## config.mk

```make
export PLATFORM = sky130hd
export DESIGN_NAME = class_hbkt_sched
export DESIGN_NICKNAME = d
export VERILOG_FILES = /design/src/rtl/class_hbkt_sched.sv
export SDC_FILE = /design/constraint.sdc
export NUM_CORES = 1
export LEC_CHECK = 0
export ABC_AREA = 1
export BUFFER_PORTS_ARGS = -buffer_cell sky130_fd_sc_hd__clkbuf_2
export CELL_PAD_IN_SITES_DETAIL_PLACEMENT = 0
export CELL_PAD_IN_SITES_GLOBAL_PLACEMENT = 1
export CORE_ASPECT_RATIO = 0.6
export CORE_MARGIN = 5
export CORE_UTILIZATION = 36
export CTS_BUF_LIST = sky130_fd_sc_hd__clkbuf_4 sky130_fd_sc_hd__clkbuf_8 sky130_fd_sc_hd__clkbuf_16
export DETAILED_ROUTE_END_ITERATION = 6
export PLACE_DENSITY_LB_ADDON = 0.1
export SLEW_MARGIN = 40
export SYNTH_ARGS = -nofsm -noshare
export SYNTH_HDL_FRONTEND = slang
export SYNTH_SLANG_ARGS = --single-unit
```

## constraint.sdc

```tcl
create_clock -name clk -period 3.7 [get_ports clk]
set_input_delay 0.74 -clock clk [delete_from_list [all_inputs] [get_ports clk]]
set_output_delay 0.74 -clock clk [all_outputs]
set_load 0.02 [all_outputs]
```

## src/rtl/class_hbkt_sched.sv

```systemverilog
// Lookup scheduler and shared table-port controller for the cuckoo hash tables T1/T2.
// Spaces lookup issues by ISSUE_GAP and fills the free cycles with table writes.
module class_hbkt_sched #(
    parameter int HASH_WIDTH = 13,
    parameter int RD_LAT     = 2,
    parameter int ISSUE_GAP  = 4
) (
    input  logic                  clk,
    input  logic                  rst,
    input  logic                  sched_en,
    input  logic                  req_vld,
    output logic                  req_rdy,
    input  logic [HASH_WIDTH-1:0] req_h1k,
    input  logic [HASH_WIDTH-1:0] req_h2k,
    input  logic                  wr_req,
    input  logic                  wr_tbl,
    input  logic [HASH_WIDTH-1:0] wr_addr,
    input  logic [127:0]          wr_data,
    output logic                  wr_gnt,
    output logic                  ht_rd_en,
    output logic                  ht_t1_wr_en,
    output logic                  ht_t2_wr_en,
    output logic [HASH_WIDTH-1:0] ht_t1_addr,
    output logic [HASH_WIDTH-1:0] ht_t2_addr,
    output logic [127:0]          ht_wr_data,
    output logic                  cmp_ht_vld,
    output logic [HASH_WIDTH-1:0] cmp_h1k,
    output logic [HASH_WIDTH-1:0] cmp_h2k,
    output logic                  busy,
    output logic [15:0]           lkup_cnt,
    output logic [15:0]           wr_cnt
);

    localparam logic [3:0] GAP_LOAD = 4'(ISSUE_GAP - 1);

    logic [3:0]            gap_cnt;
    logic                  accept;
    logic [RD_LAT-1:0]     vld_dl;
    logic [HASH_WIDTH-1:0] h1_dl [RD_LAT];
    logic [HASH_WIDTH-1:0] h2_dl [RD_LAT];

    assign req_rdy = !rst && sched_en && (gap_cnt == 4'd0);
    assign accept  = req_vld && req_rdy;
    // Lookups win the port; a colliding write simply waits one cycle.
    assign wr_gnt  = !rst && wr_req && !accept;

    assign cmp_ht_vld = vld_dl[RD_LAT-1];
    assign cmp_h1k    = h1_dl[RD_LAT-1];
    assign cmp_h2k    = h2_dl[RD_LAT-1];
    assign busy       = (gap_cnt != 4'd0) || (|vld_dl) || ht_rd_en;

    always_ff @(posedge clk) begin
        if (rst) begin
            gap_cnt     <= 4'd0;
            ht_rd_en    <= 1'b0;
            ht_t1_wr_en <= 1'b0;
            ht_t2_wr_en <= 1'b0;
            ht_t1_addr  <= '0;
            ht_t2_addr  <= '0;
            ht_wr_data  <= '0;
            vld_dl      <= '0;
            lkup_cnt    <= 16'd0;
            wr_cnt      <= 16'd0;
            for (int i = 0; i < RD_LAT; i++) begin
                h1_dl[i] <= '0;
                h2_dl[i] <= '0;
            end
        end else begin
            if (accept) begin
                gap_cnt <= GAP_LOAD;
            end else if (gap_cnt != 4'd0) begin
                gap_cnt <= gap_cnt - 4'd1;
            end

            ht_rd_en    <= accept;
            ht_t1_wr_en <= wr_gnt && !wr_tbl;
            ht_t2_wr_en <= wr_gnt && wr_tbl;

            // The untargeted table keeps its address during a write.
            if (accept) begin
                ht_t1_addr <= req_h1k;
                ht_t2_addr <= req_h2k;
            end else if (wr_gnt) begin
                if (wr_tbl) begin
                    ht_t2_addr <= wr_addr;
                end else begin
                    ht_t1_addr <= wr_addr;
                end
            end

            if (wr_gnt) begin
                ht_wr_data <= wr_data;
            end

            // In a read cycle the table addresses are exactly the issued hashes,
            // so the delay line taps them instead of keeping a separate copy.
            vld_dl[0] <= ht_rd_en;
            h1_dl[0]  <= ht_t1_addr;
            h2_dl[0]  <= ht_t2_addr;
            for (int i = 1; i < RD_LAT; i++) begin
                vld_dl[i] <= vld_dl[i-1];
                h1_dl[i]  <= h1_dl[i-1];
                h2_dl[i]  <= h2_dl[i-1];
            end

            if (accept) begin
                lkup_cnt <= lkup_cnt + 16'd1;
            end
            if (wr_gnt) begin
                wr_cnt <= wr_cnt + 16'd1;
            end
        end
    end

endmodule

```

==> Yosys cells after proc, flatten, opt, wreduce, memory -nomap -nowiden <==
Memories as Yosys holds them, arrays and structs flattened.
Cells that the tools add are included.
W data, S select, Z words.
{ "totals": {"word_cells": 57, "n_memories": 2, "in_bits": 173, "out_inout_bits": 219, "regBits": 195, "ram_bits": 52} }
{ "memory_table": {"columns": ["name", "depth", "word_bits", "rd", "rd_ports_with_merged_regs", "wr", "line_no", "source"], "rows": [
  ["h1_dl", 2, 13, 2, 0, 2, "39", "logic [HASH_WIDTH-1:0] h1_dl [RD_LAT];"],
  ["h2_dl", 2, 13, 2, 0, 2, "40", "logic [HASH_WIDTH-1:0] h2_dl [RD_LAT];"]
]} }
{ "op_classes": {"reduce_logical": 21, "mux": 15, "n_bitwise": 4, "addsub": 3, "n_eq_ne": 1} }
{ "op_table": {"columns": ["operator", "count"], "rows": [
  ["$mux W13", 10],
  ["$add A16 B1 Y16 const B", 2],
  ["$logic_and A1 B1 Y1", 7],
  ["$reduce_bool A2 Y1", 3],
  ["$logic_not A4 Y1", 1],
  ["$mux W2", 2],
  ["$or A1 B1 Y1", 4],
  ["$reduce_and A2 Y1", 2],
  ["$reduce_bool A4 Y1", 1],
  ["$reduce_or A2 Y1", 2],
  ["$sub A4 B1 Y4 const B", 1],
  ["$logic_not A1 Y1", 3],
  ["$mux W1", 3],
  ["$logic_or A1 B1 Y1", 2],
  ["$ne A2 B1 Y1 const B", 1]
]} }

==> Depth between registers and ports, before layout <==
Gate-level depths: netlist of the first run.
{ "depth": {"ltp_word": 8, "depth_mapped": 10, "ltp_nobuf": 9} }

==> Worst setup path after synthesis of the first run <==
OpenSTA, ideal clock, no wires.
{ "synth_path": {"kind": "input -> output", "from": "input rst", "to": "output wr_gnt", "path_buffers": 1, "required_ps": 2960, "slack_ps": 1495, "t_arrival_ps": 1465, "cell_stages": 6, "cell_sequence": "inv_2 nand2_2 inv_2 nand2_1 inv_1 clkbuf_1"} }
{ "synth_between": {"elab_chain_len": 6, "elab_cells_between_ends": 7, "classes_between": "reduce/logical: 7"} }
{ "synth_lines": {"columns": ["item", "line_no", "source"], "rows": [
  ["start: declaration", "9", "input logic rst,"],
  ["$logic_not A1 Y1 *", "42, 45", null],
  ["$logic_and A1 B1 Y1 (2 in a row)", "42", "assign req_rdy = !rst && sched_en && (gap_cnt == 4'd0);"],
  ["$logic_and A1 B1 Y1", "43", "assign accept = req_vld && req_rdy;"],
  ["$logic_not A1 Y1", "45", "assign wr_gnt = !rst && wr_req && !accept;"],
  ["$logic_and A1 B1 Y1 *", "45", null],
  ["end: declaration", "19", "output logic wr_gnt,"]
]} }
Every way passes the cells marked *; elsewhere a longest branch is shown, timed or not.

==> Worst setup path in the final report of the first run <==
{ "layout_path": {"from": "register gap_cnt[0]", "to": "output busy"} }
{ "layout_between": {"elab_chain_len": 3} }
{ "layout_lines": {"columns": ["item", "line_no", "source"], "rows": [
  ["start: declaration", "36", "logic [3:0] gap_cnt;"],
  ["start signal: assignment", "72", "gap_cnt <= gap_cnt - 4'd1;"],
  ["$reduce_bool A4 Y1", "50", "assign busy = (gap_cnt != 4'd0) || (|vld_dl) || ht_rd_en;"],
  ["$logic_or A1 B1 Y1 (2 in a row)", "50", null],
  ["end: declaration", "29", "output logic busy,"]
]} }
No other way between the ends.

==> results of run 1 <==
[registers in the layout, summed over array words and instances (netlist names)]
register and count:
ht_t1_wr_en 1, ht_t2_addr 13, ht_t2_wr_en 1, lkup_cnt 16, ht_t1_addr 13, ht_wr_data 128, gap_cnt 4, h2_dl 26
h1_dl 26, ht_rd_en 1, vld_dl 2, wr_cnt 16
[worst max-delay path, cell delays in order (launching register included)]
cell      delay [ns]
dfxtp_1         0.34
inv_1           0.08
ha_1            0.22
nand2_1         0.19
inv_1           0.10
nand2_1         0.07
clkbuf_2        0.19
[power breakdown]
group	internal [mW]	switching, mW	leakage, nW
logic	0.358	0.724	3.75
clock network	1.64	1.03	0.439
registers	2.88	0.122	2.02
total	4.88	1.88	6.21
[cell usage after synthesis]
cell type,number
nand2_1,377
dfxtp_1,247
nand3_1,185
nor2_1,137
inv_1,89
buf_4,31
buf_2,26
clkbuf_1,25
a21oi_1,22
o21ai_0,21
nor3_1,14
buf_6,8
xor2_1,7
ha_1,4
inv_2,3
nand2_2,3
buf_1,2
nand4_1,2
nor2_4,2
xnor2_1,2
inv_4,1
nand2_4,1
nor3b_1,1
o21a_1,1
o21ai_1,1
o21bai_1,1
[layout by cell type, fill, tap and decap left out]
master,Yosys,final
nor3b_1,1,1
o21ai_0,21,21
ha_1,4,4
buf_6,8,2
nand3_1,185,185
a21oi_1,22,22
nor3_1,14,14
clkbuf_16,0,25
o21bai_1,1,1
clkbuf_2,0,391
nor2_4,2,2
inv_4,1,2
o21a_1,1,1
inv_6,0,1
nand2_2,3,3
nand2_1,377,376
clkbuf_8,0,10
inv_1,89,88
buf_12,0,1
clkbuf_4,0,1
nand4_1,2,2
xnor2_1,2,2
buf_4,31,4
o21ai_1,1,1
inv_2,3,2
bufinv_16,0,3
clkinv_2,0,3
dfxtp_1,247,247
nor2_1,137,137
clkinvlp_4,0,1
nand2_4,1,2
xor2_1,7,7
[path summary, 6_finish.rpt]
path	startpoint	to	slack, ns	cells past startpoint
min	h1_dl[0][2]	h1_dl[0][15]	0.40	2
max	gap_cnt[0]	busy	1.23	6
max reg2reg	gap_cnt[0]	ht_t1_addr[4]	1.61	9
min reg2reg	h1_dl[0][2]	h1_dl[0][15]	0.40	2
[metal layers]
layer | share of wire | up-vias | track usage | routed length [um]
li1 | - | 4423 | - | -
met4 | 0.019 | 2 | 0.0367 | 536
met2 | 0.45 | 236 | 0.298 | 13000
met1 | 0.46 | 3749 | 0.257 | 13200
met3 | 0.077 | 41 | 0.0607 | 2240
met5 | 0.00024 | - | 0 | 7
[cell type report]
class                      instances  area, um2  share of cell area
inverter                          93        359              0.0299
timing repair buffer             398       2030               0.169
tap                              329        412              0.0343
sequential                       247       4940               0.412
multi-input combinational        781       3370               0.281
clock inverter                     7        113             0.00939
clock buffer                      36        771              0.0642
[cells by family (layout without fill, tap and decap cells)]
kind of cell	after synthesis	in the layout	share of synthesized area
AND/OR/NAND/NOR	722	722	0.325
flip-flops	247	247	0.537
buffers and inverters	185	534	0.0983
AO/OA/AOI/OAI	46	46	0.0255
XOR/XNOR	9	9	0.00856
adder cells (fa/ha/maj)	4	4	0.00543
[stage by stage]
step	hold slack [ns]	worst slack [ns]	instance area, um2	utilization	cells
after floorplan	0.388	1.50	9210	-	1213
after global placement	0.389	1.08	11100	0.440	1848
after detailed placement	0.392	1.21	11100	0.441	1848
after CTS	0.379	1.19	12000	0.476	1891
after global routing	0.392	1.07	12000	0.476	1891
final	0.401	1.23	12000	0.476	1891
==> flow_metrics.env, run 1 <==
export IMPL_maxSlewViolCount=0
export IMPL_finalHoldViolations=0
export IMPL_via_per_inst=4.47
export IMPL_power_mw=6.76
export IMPL_synth_seq_cells=247
export IMPL_synth_area_top_cells="dfxtp_1, nand2_1, nand3_1"
export IMPL_syn_area_per_cell_um2=7.59
export IMPL_cts_setup_buffers=0
export IMPL_finalSetupViolations=0
export IMPL_hold_class="reg2reg"
export IMPL_fillers=2662
export IMPL_dpl_hpwl_um=21100
export IMPL_antennaDiodeCount=0
export IMPL_die_w_um=217
export IMPL_synth_distinct_cells=26
export IMPL_ys_seq_area_frac=0.537
export IMPL_clock_skew_final_ns=0.0200
export IMPL_drc_errors=0
export IMPL_grtUsageTotal=0.188
export IMPL_crit_path_start_kind="flip-flop"
export IMPL_grt_antenna_before_repair=1
export IMPL_grt_pass1_wl_um=44600
export IMPL_coreArea_mm2=0.0252
export IMPL_overflow=0
export IMPL_grt_max_degree=178
export IMPL_fmax_mhz=406
export IMPL_vias=8451
export IMPL_cp_end_kind="primary output"
export IMPL_pin_count=392
export IMPL_worst_slew_pin_transition_ns=0.865
export IMPL_numClockSinks=247
export IMPL_rows=45
export IMPL_path_class="reg2out"
export IMPL_cap_violations=0
export IMPL_portBuffers=391
export IMPL_cts_resized=0
export IMPL_initial_utilization=0.365
export IMPL_p_leak_nw=6.21
export IMPL_drive_above_1_share=0.290
export IMPL_syn_inst=1213
export IMPL_ant_nets=0
export IMPL_place_gp_congestion=0.808
export IMPL_slew_headroom=0.424
export IMPL_numCtsBuffers=24
export IMPL_syn_to_final_growth_pct=30.2
export IMPL_clock_latency_ns=0.52
export IMPL_yosys_warnings=0
export IMPL_synth_top_cell_by_area="dfxtp_1"
export IMPL_cts_root_buf="clkbuf_16"
export IMPL_worst_ep_required_time_ns=2.96
export IMPL_yosysTopAreaCellShare=0.537
export IMPL_htreeDepth=1
export IMPL_postCtsHoldBufs=0
export IMPL_fin_nets=1722
export IMPL_drt_pass1_iterations=4
export IMPL_period_share=0.666
export IMPL_ir_drop_mv=0.288
export IMPL_die_h_um=134
export IMPL_final_setup_tns_ns=0
export IMPL_cts_tree="built"
export IMPL_drtIter0Drc=524
export IMPL_min_period_ns=2.47
export IMPL_status="completed"
export IMPL_dieArea_mm2=0.0290
export IMPL_crit_arrival_ns=1.73
export IMPL_routed_wl_um=28900
export IMPL_clk_pin_slew_worst_paths_ns=0.07
export IMPL_routedWlPerCell_um=15.3
export IMPL_netlist_area_mm2=0.00921
export IMPL_synth_nets=1390
export IMPL_grt_pass1_vias=7959
export IMPL_cp_max_fo=5
export IMPL_max_clock_path_buffers=3
export IMPL_power_density_mw_per_mm2=563
export IMPL_grt_setup_unrepaired="false"
No activity file was read; power rests on OpenSTA's default activity.
==> run 2: changes to the inputs <==
- CORE_UTILIZATION: 36 -> 33
- clock period: 3.7 -> 2.4 ns (I/O delays scaled with it)
==> flow_metrics.env, run 2 (synthesis results as in run 1) <==
export IMPL_fmax_mhz=442
export IMPL_power_density_mw_per_mm2=870
export IMPL_grt_antenna_before_repair=3
export IMPL_clock_skew_final_ns=0.00826
export IMPL_cap_violations=0
export IMPL_min_path_cells=3
export IMPL_path_class="reg2out"
export IMPL_power_switching_mw=2.96
export IMPL_instances_no_fill=1934
export IMPL_grtUsageTotal=0.181
export IMPL_hold_class="in2reg"
export IMPL_grt_max_degree=178
export IMPL_worst_slew_pin_transition_ns=0.843
export IMPL_dieArea_mm2=0.0315
export IMPL_drive_above_1_share=0.292
export IMPL_fillers=2938
export IMPL_cts_setup_buffers=0
export IMPL_setup_ws_ns=0.135
export IMPL_grt_pass1_wl_um=46200
export IMPL_fin_nets=1726
export IMPL_htreeDepth=1
export IMPL_routedWlPerCell_um=15.6
export IMPL_cp_max_fo=17
export IMPL_combPwrFrac=0.159
export IMPL_r2r_end="ht_t1_addr[2]"
export IMPL_grt_pass1_vias=8011
export IMPL_place_gp_congestion=0.831
export IMPL_dpl_hpwl_um=22000
export IMPL_routed_wl_um=30100
export IMPL_holdWs_ns=0.143
export IMPL_final_setup_tns_ns=0
export IMPL_final_area_mm2=0.0121
export IMPL_place_inst=1888
export IMPL_via_per_inst=4.40
export IMPL_syn_to_final_growth_pct=31.4
export IMPL_finalSetupViolations=0
export IMPL_overflow=0
export IMPL_timing_rr_start="gap_cnt[0]"
export IMPL_top_register="ht_wr_data"
export IMPL_period_share=0.944
export IMPL_antennaDiodeCount=0
export IMPL_cts_tree="built"
export IMPL_drtIter0Drc=473
export IMPL_r2r_setup_slack_ns=0.36
export IMPL_slew_headroom=0.438
export IMPL_ir_drop_mv=0.429
export IMPL_portBuffers=391
export IMPL_ant_nets=0
export IMPL_mostFrequentLayoutCells="clkbuf_2, nand2_1, dfxtp_1"
export IMPL_status="completed"
export IMPL_drc_errors=0
export IMPL_largest_reg_flops=128
export IMPL_die_h_um=139
export IMPL_dpl_cell_area_mm2=0.0112
export IMPL_finalHoldViolations=0
export IMPL_drt_pass1_iterations=4
export IMPL_die_w_um=226
export IMPL_final_common_cell="clkbuf_2"
export IMPL_clock_latency_ns=0.53
export IMPL_worstHoldStart="wr_data[117]"
export IMPL_worst_ep_required_time_ns=1.92
export IMPL_clkPwrFrac=0.401
export IMPL_dp_slack_ns=0.276
export IMPL_min_period_ns=2.27
export IMPL_hold_path_endpoint="ht_wr_data[117]"
export IMPL_numClockSinks=247
export IMPL_vias=8510
export IMPL_pin_count=392
export IMPL_grt_setup_unrepaired="false"
export IMPL_crit_arrival_ns=1.79
export IMPL_clk_pin_slew_worst_paths_ns=0.06
export IMPL_numCtsBuffers=26
export IMPL_intPower_mw=7.58
export IMPL_rows=47
export IMPL_cp_end_kind="primary output"
export IMPL_initial_utilization=0.335
export IMPL_maxSlewViolCount=0
export IMPL_max_clock_path_buffers=3
export IMPL_p_leak_nw=6.24
export IMPL_crit_path_start_kind="flip-flop"
export IMPL_reg_largest_list="ht_wr_data x128, h1_dl x26, h2_dl x26"
export IMPL_r2r_cells=9
export IMPL_coreArea_mm2=0.0275
export IMPL_switching_share=0.281
export IMPL_cts_root_buf="clkbuf_16"
export IMPL_seq_power_share=0.439
[run 2: changes by cell type in the layout (fill, tap and decap cells not counted)]
cell	before	now
clkinvlp_4	1	2
clkbuf_8	10	6
buf_6	2	0
clkbuf_16	25	27
clkinv_2	3	5
inv_6	1	2
clkbuf_4	1	3
buf_12	1	3
buf_4	4	6
inv_4	2	1
[run 2: metal layers]
layer | wire (um) | vias to the layer above | GRT usage | part of all wire
li1 | - | 4422 | - | -
met1 | 14000 | 3808 | 0.251 | 0.47
met2 | 13000 | 229 | 0.274 | 0.43
met3 | 2470 | 45 | 0.0619 | 0.082
met4 | 635 | 6 | 0.0420 | 0.021
met5 | 34 | - | 0 | 0.0011
[run 2: what timing repair did]
action                     in CTS  in global routing
hold buffers                    0                  0
resized for setup               0                  1
setup endpoints to repair       0                  1
[run 2: critical path: stages, from the launching register on]
cell and delay, ns:
dfxtp_1 0.33, inv_1 0.08, ha_1 0.22, nand4_1 0.16, nand2_4 0.10, inv_6 0.15, clkbuf_2 0.20
[run 2: cell type report]
cell class                 count  area [um2]  area share
multi-input combinational    781        3370       0.278
tap                          367         459      0.0379
sequential                   247        4940       0.408
clock buffer                  36         781      0.0645
timing repair buffer         400        2060       0.170
inverter                      93         362      0.0299
clock inverter                10         130      0.0107
[run 2: worst max-delay path by stage]
stage          startpoint             to  slack [ns]  cells after the start
5_1_grt        gap_cnt[1]         wr_gnt        0.04                      6
6_report       gap_cnt[0]         wr_gnt        0.13                      6
3_5_place_dp          rst  ht_t1_addr[2]        0.28                      9
3_3_place_gp          rst  ht_t1_addr[2]        0.31                      9
4_1_cts        gap_cnt[0]         wr_gnt        0.06                      6
2_1_floorplan         rst         wr_gnt        0.72                      6
[run 2: power by group through the flow]
stage	clock [mW]	combinational [mW]	sequential, mW
after floorplan	0	0.768	4.99
after detailed placement	0	1.71	4.72
after global placement	0	1.71	4.72
after global routing	4.53	1.86	4.67
final	4.23	1.68	4.63
after CTS	4.37	1.71	4.63
[run 2: stage by stage]
stage | util | total power [mW]
final | 0.440 | 10.5
after global routing | 0.440 | 11.1
after CTS | 0.440 | 10.7
after detailed placement | 0.407 | 6.43
after global placement | 0.407 | 6.43
after floorplan | - | 5.76
==> run 3: changes to the inputs <==
- CORE_UTILIZATION: 33 -> 37
- CTS_BUF_LIST: sky130_fd_sc_hd__clkbuf_4 sky130_fd_sc_hd__clkbuf_8 sky130_fd_sc_hd__clkbuf_16 -> sky130_fd_sc_hd__clkbuf_2
- clock period: 2.4 -> 2.7 ns (I/O delays scaled with it)
==> flow_metrics.env, run 3 (synthesis results as in run 1) <==
export IMPL_status="completed"
export IMPL_numCtsBuffers=57
export IMPL_coreArea_mm2=0.0243
export IMPL_maxSlewViolCount=0
export IMPL_use_met3=0.0702
export IMPL_crit_start="gap_cnt[0]"
export IMPL_critPathCapture="ht_t2_addr[7]"
export IMPL_routed_wl_um=31500
export IMPL_grt_use_met2=0.334
export IMPL_clock_skew_final_ns=0.0365
export IMPL_grtUsageMet1=0.268
export IMPL_multi_input_area_mm2=0.00337
export IMPL_die_w_um=214
export IMPL_grtUsageTotal=0.212
export IMPL_fillers=2407
export IMPL_final_common_cell="clkbuf_2"
export IMPL_timing_rr_start="gap_cnt[0]"
export IMPL_initial_utilization=0.379
export IMPL_via_per_inst=4.51
export IMPL_dpl_cell_area_mm2=0.0111
export IMPL_period_share=0.937
export IMPL_p_leak_nw=6.95
export IMPL_mostFrequentLayoutCells="clkbuf_2, nand2_1, dfxtp_1"
export IMPL_max_clock_path_buffers=3
export IMPL_path_class="reg2reg"
export IMPL_slew_headroom=0.426
export IMPL_register_area_mm2=0.00494
export IMPL_clk_pin_slew_worst_paths_ns=0.11
export IMPL_drc_errors=0
export IMPL_ir_drop_mv=0.274
export IMPL_pin_count=392
export IMPL_power_density_mw_per_mm2=605
export IMPL_htreeDepth=2
export IMPL_finalSetupViolations=0
export IMPL_cts_root_buf="clkbuf_2"
export IMPL_cts_tree="built"
export IMPL_final_util=0.551
export IMPL_worst_slew_pin_transition_ns=0.861
export IMPL_largest_reg_flops=128
export IMPL_dpl_hpwl_um=20900
export IMPL_rows=44
export IMPL_crit_path_start_kind="flip-flop"
export IMPL_finalHoldViolations=0
export IMPL_worst_ep_required_time_ns=3.46
export IMPL_reg_largest_list="ht_wr_data x128, h1_dl x26, h2_dl x26"
export IMPL_drtIter0Drc=591
export IMPL_grt_max_degree=178
export IMPL_r2r_end="ht_t2_addr[7]"
export IMPL_routedWlPerCell_um=14.9
export IMPL_place_gp_congestion=0.778
export IMPL_ant_nets=0
export IMPL_r2r_cells=12
export IMPL_cap_violations=0
export IMPL_vias=9550
export IMPL_final_setup_tns_ns=0
export IMPL_crit_arrival_ns=3.29
export IMPL_hold_class="in2reg"
export IMPL_drt_pass1_iterations=5
export IMPL_fmax_mhz=395
export IMPL_drive_above_1_share=0.277
export IMPL_top_register="ht_wr_data"
export IMPL_r2r_setup_slack_ns=0.17
export IMPL_overflow=0
export IMPL_cp_end_kind="flip-flop"
export IMPL_clock_latency_ns=0.84
export IMPL_grt_pass1_vias=9318
export IMPL_fin_nets=1938
export IMPL_syn_to_final_growth_pct=45.6
export IMPL_final_area_mm2=0.0134
export IMPL_portBuffers=391
export IMPL_dieArea_mm2=0.0283
export IMPL_numClockSinks=247
export IMPL_min_period_ns=2.53
export IMPL_die_h_um=132
export IMPL_grt_antenna_before_repair=1
export IMPL_top_usage_layer="met2"
export IMPL_cp_max_fo=55
export IMPL_grt_pass1_wl_um=48900
-- run 3: cell count changes in the layout (fill, tap and decap cells not counted), sizes merged --
cell and delta:
buf +2, bufinv -3, clkbuf +44, clkinv +4, clkinvlp -2, diode +1, dlygate4sd3 +180, inv +1
-- run 3: timing repair --
action,in CTS,in global routing
pin swaps,1,1
hold endpoints to repair,157,0
buffers inserted,1,2
hold buffers,180,0
gates resized for setup,2,2
setup endpoints to repair,2,2
-- run 3: cell type report --
cell class / instances / share of cell area
Antenna cell: 1 / 0.000187
Sequential cell: 247 / 0.369
Clock buffer: 81 / 0.0302
Timing Repair Buffer: 581 / 0.290
Multi-Input combinational cell: 781 / 0.251
Clock inverter: 10 / 0.00280
Inverter: 93 / 0.0268
Tap cell: 322 / 0.0300
-- run 3: where the power goes --
group | internal, mW | switching [mW] | leakage, nW
registers | 3.94 | 0.166 | 2.02
logic | 0.718 | 1.05 | 4.57
clock network | 0.784 | 1.46 | 0.355
total | 5.44 | 2.67 | 6.95
-- run 3: worst max-delay path: stages (launching register included) --
cell and delay (ns):
dfxtp_1 0.33, inv_1 0.10, ha_1 0.20, nand4_1 0.16
buf_4 0.18, buf_4 0.13, buf_12 0.19, inv_4 0.26
nand2_1 0.10, nand3_1 0.11, dlygate4sd3_1 0.56, nand2_1 0.05
inv_1 0.07
-- run 3: how the worst min path moves through the flow --
stage | startpoint | end | slack, ns | depth (start not counted)
2_1_floorplan | h1_dl[0][0] | h1_dl[0][13] | 0.39 | 2
3_3_place_gp | h1_dl[0][8] | h1_dl[0][21] | 0.39 | 2
3_5_place_dp | h2_dl[0][6] | h2_dl[0][19] | 0.39 | 2
4_1_cts | wr_addr[0] | ht_t1_addr[0] | 0.009 | 5
5_1_grt | wr_addr[0] | ht_t1_addr[0] | 0.04 | 5
6_report | wr_addr[0] | ht_t1_addr[0] | 0.17 | 5
-- run 3: routing by layer --
| layer | up-vias | part of all wire | routed length (um) |
|---|---|---|---|
| met5 | - | 0 | 0 |
| met4 | 0 | 0.038 | 1190 |
| met3 | 87 | 0.082 | 2570 |
| met2 | 314 | 0.45 | 14000 |
| met1 | 4269 | 0.44 | 13700 |
| li1 | 4880 | - | - |
-- run 3: stage by stage --
step / setup WS [ns] / power (mW) / instances / hold slack, ns
6_report: 0.170 / 8.11 / 2116 / 0.169
5_1_grt: -0.00296 / 8.64 / 2116 / 0.0369
4_1_cts: -0.0197 / 8.24 / 2113 / 0.00869
3_5_place_dp: 0.440 / 5.69 / 1841 / 0.392
3_3_place_gp: 0.455 / 5.68 / 1841 / 0.390
2_1_floorplan: 0.895 / 5.12 / 1213 / 0.388
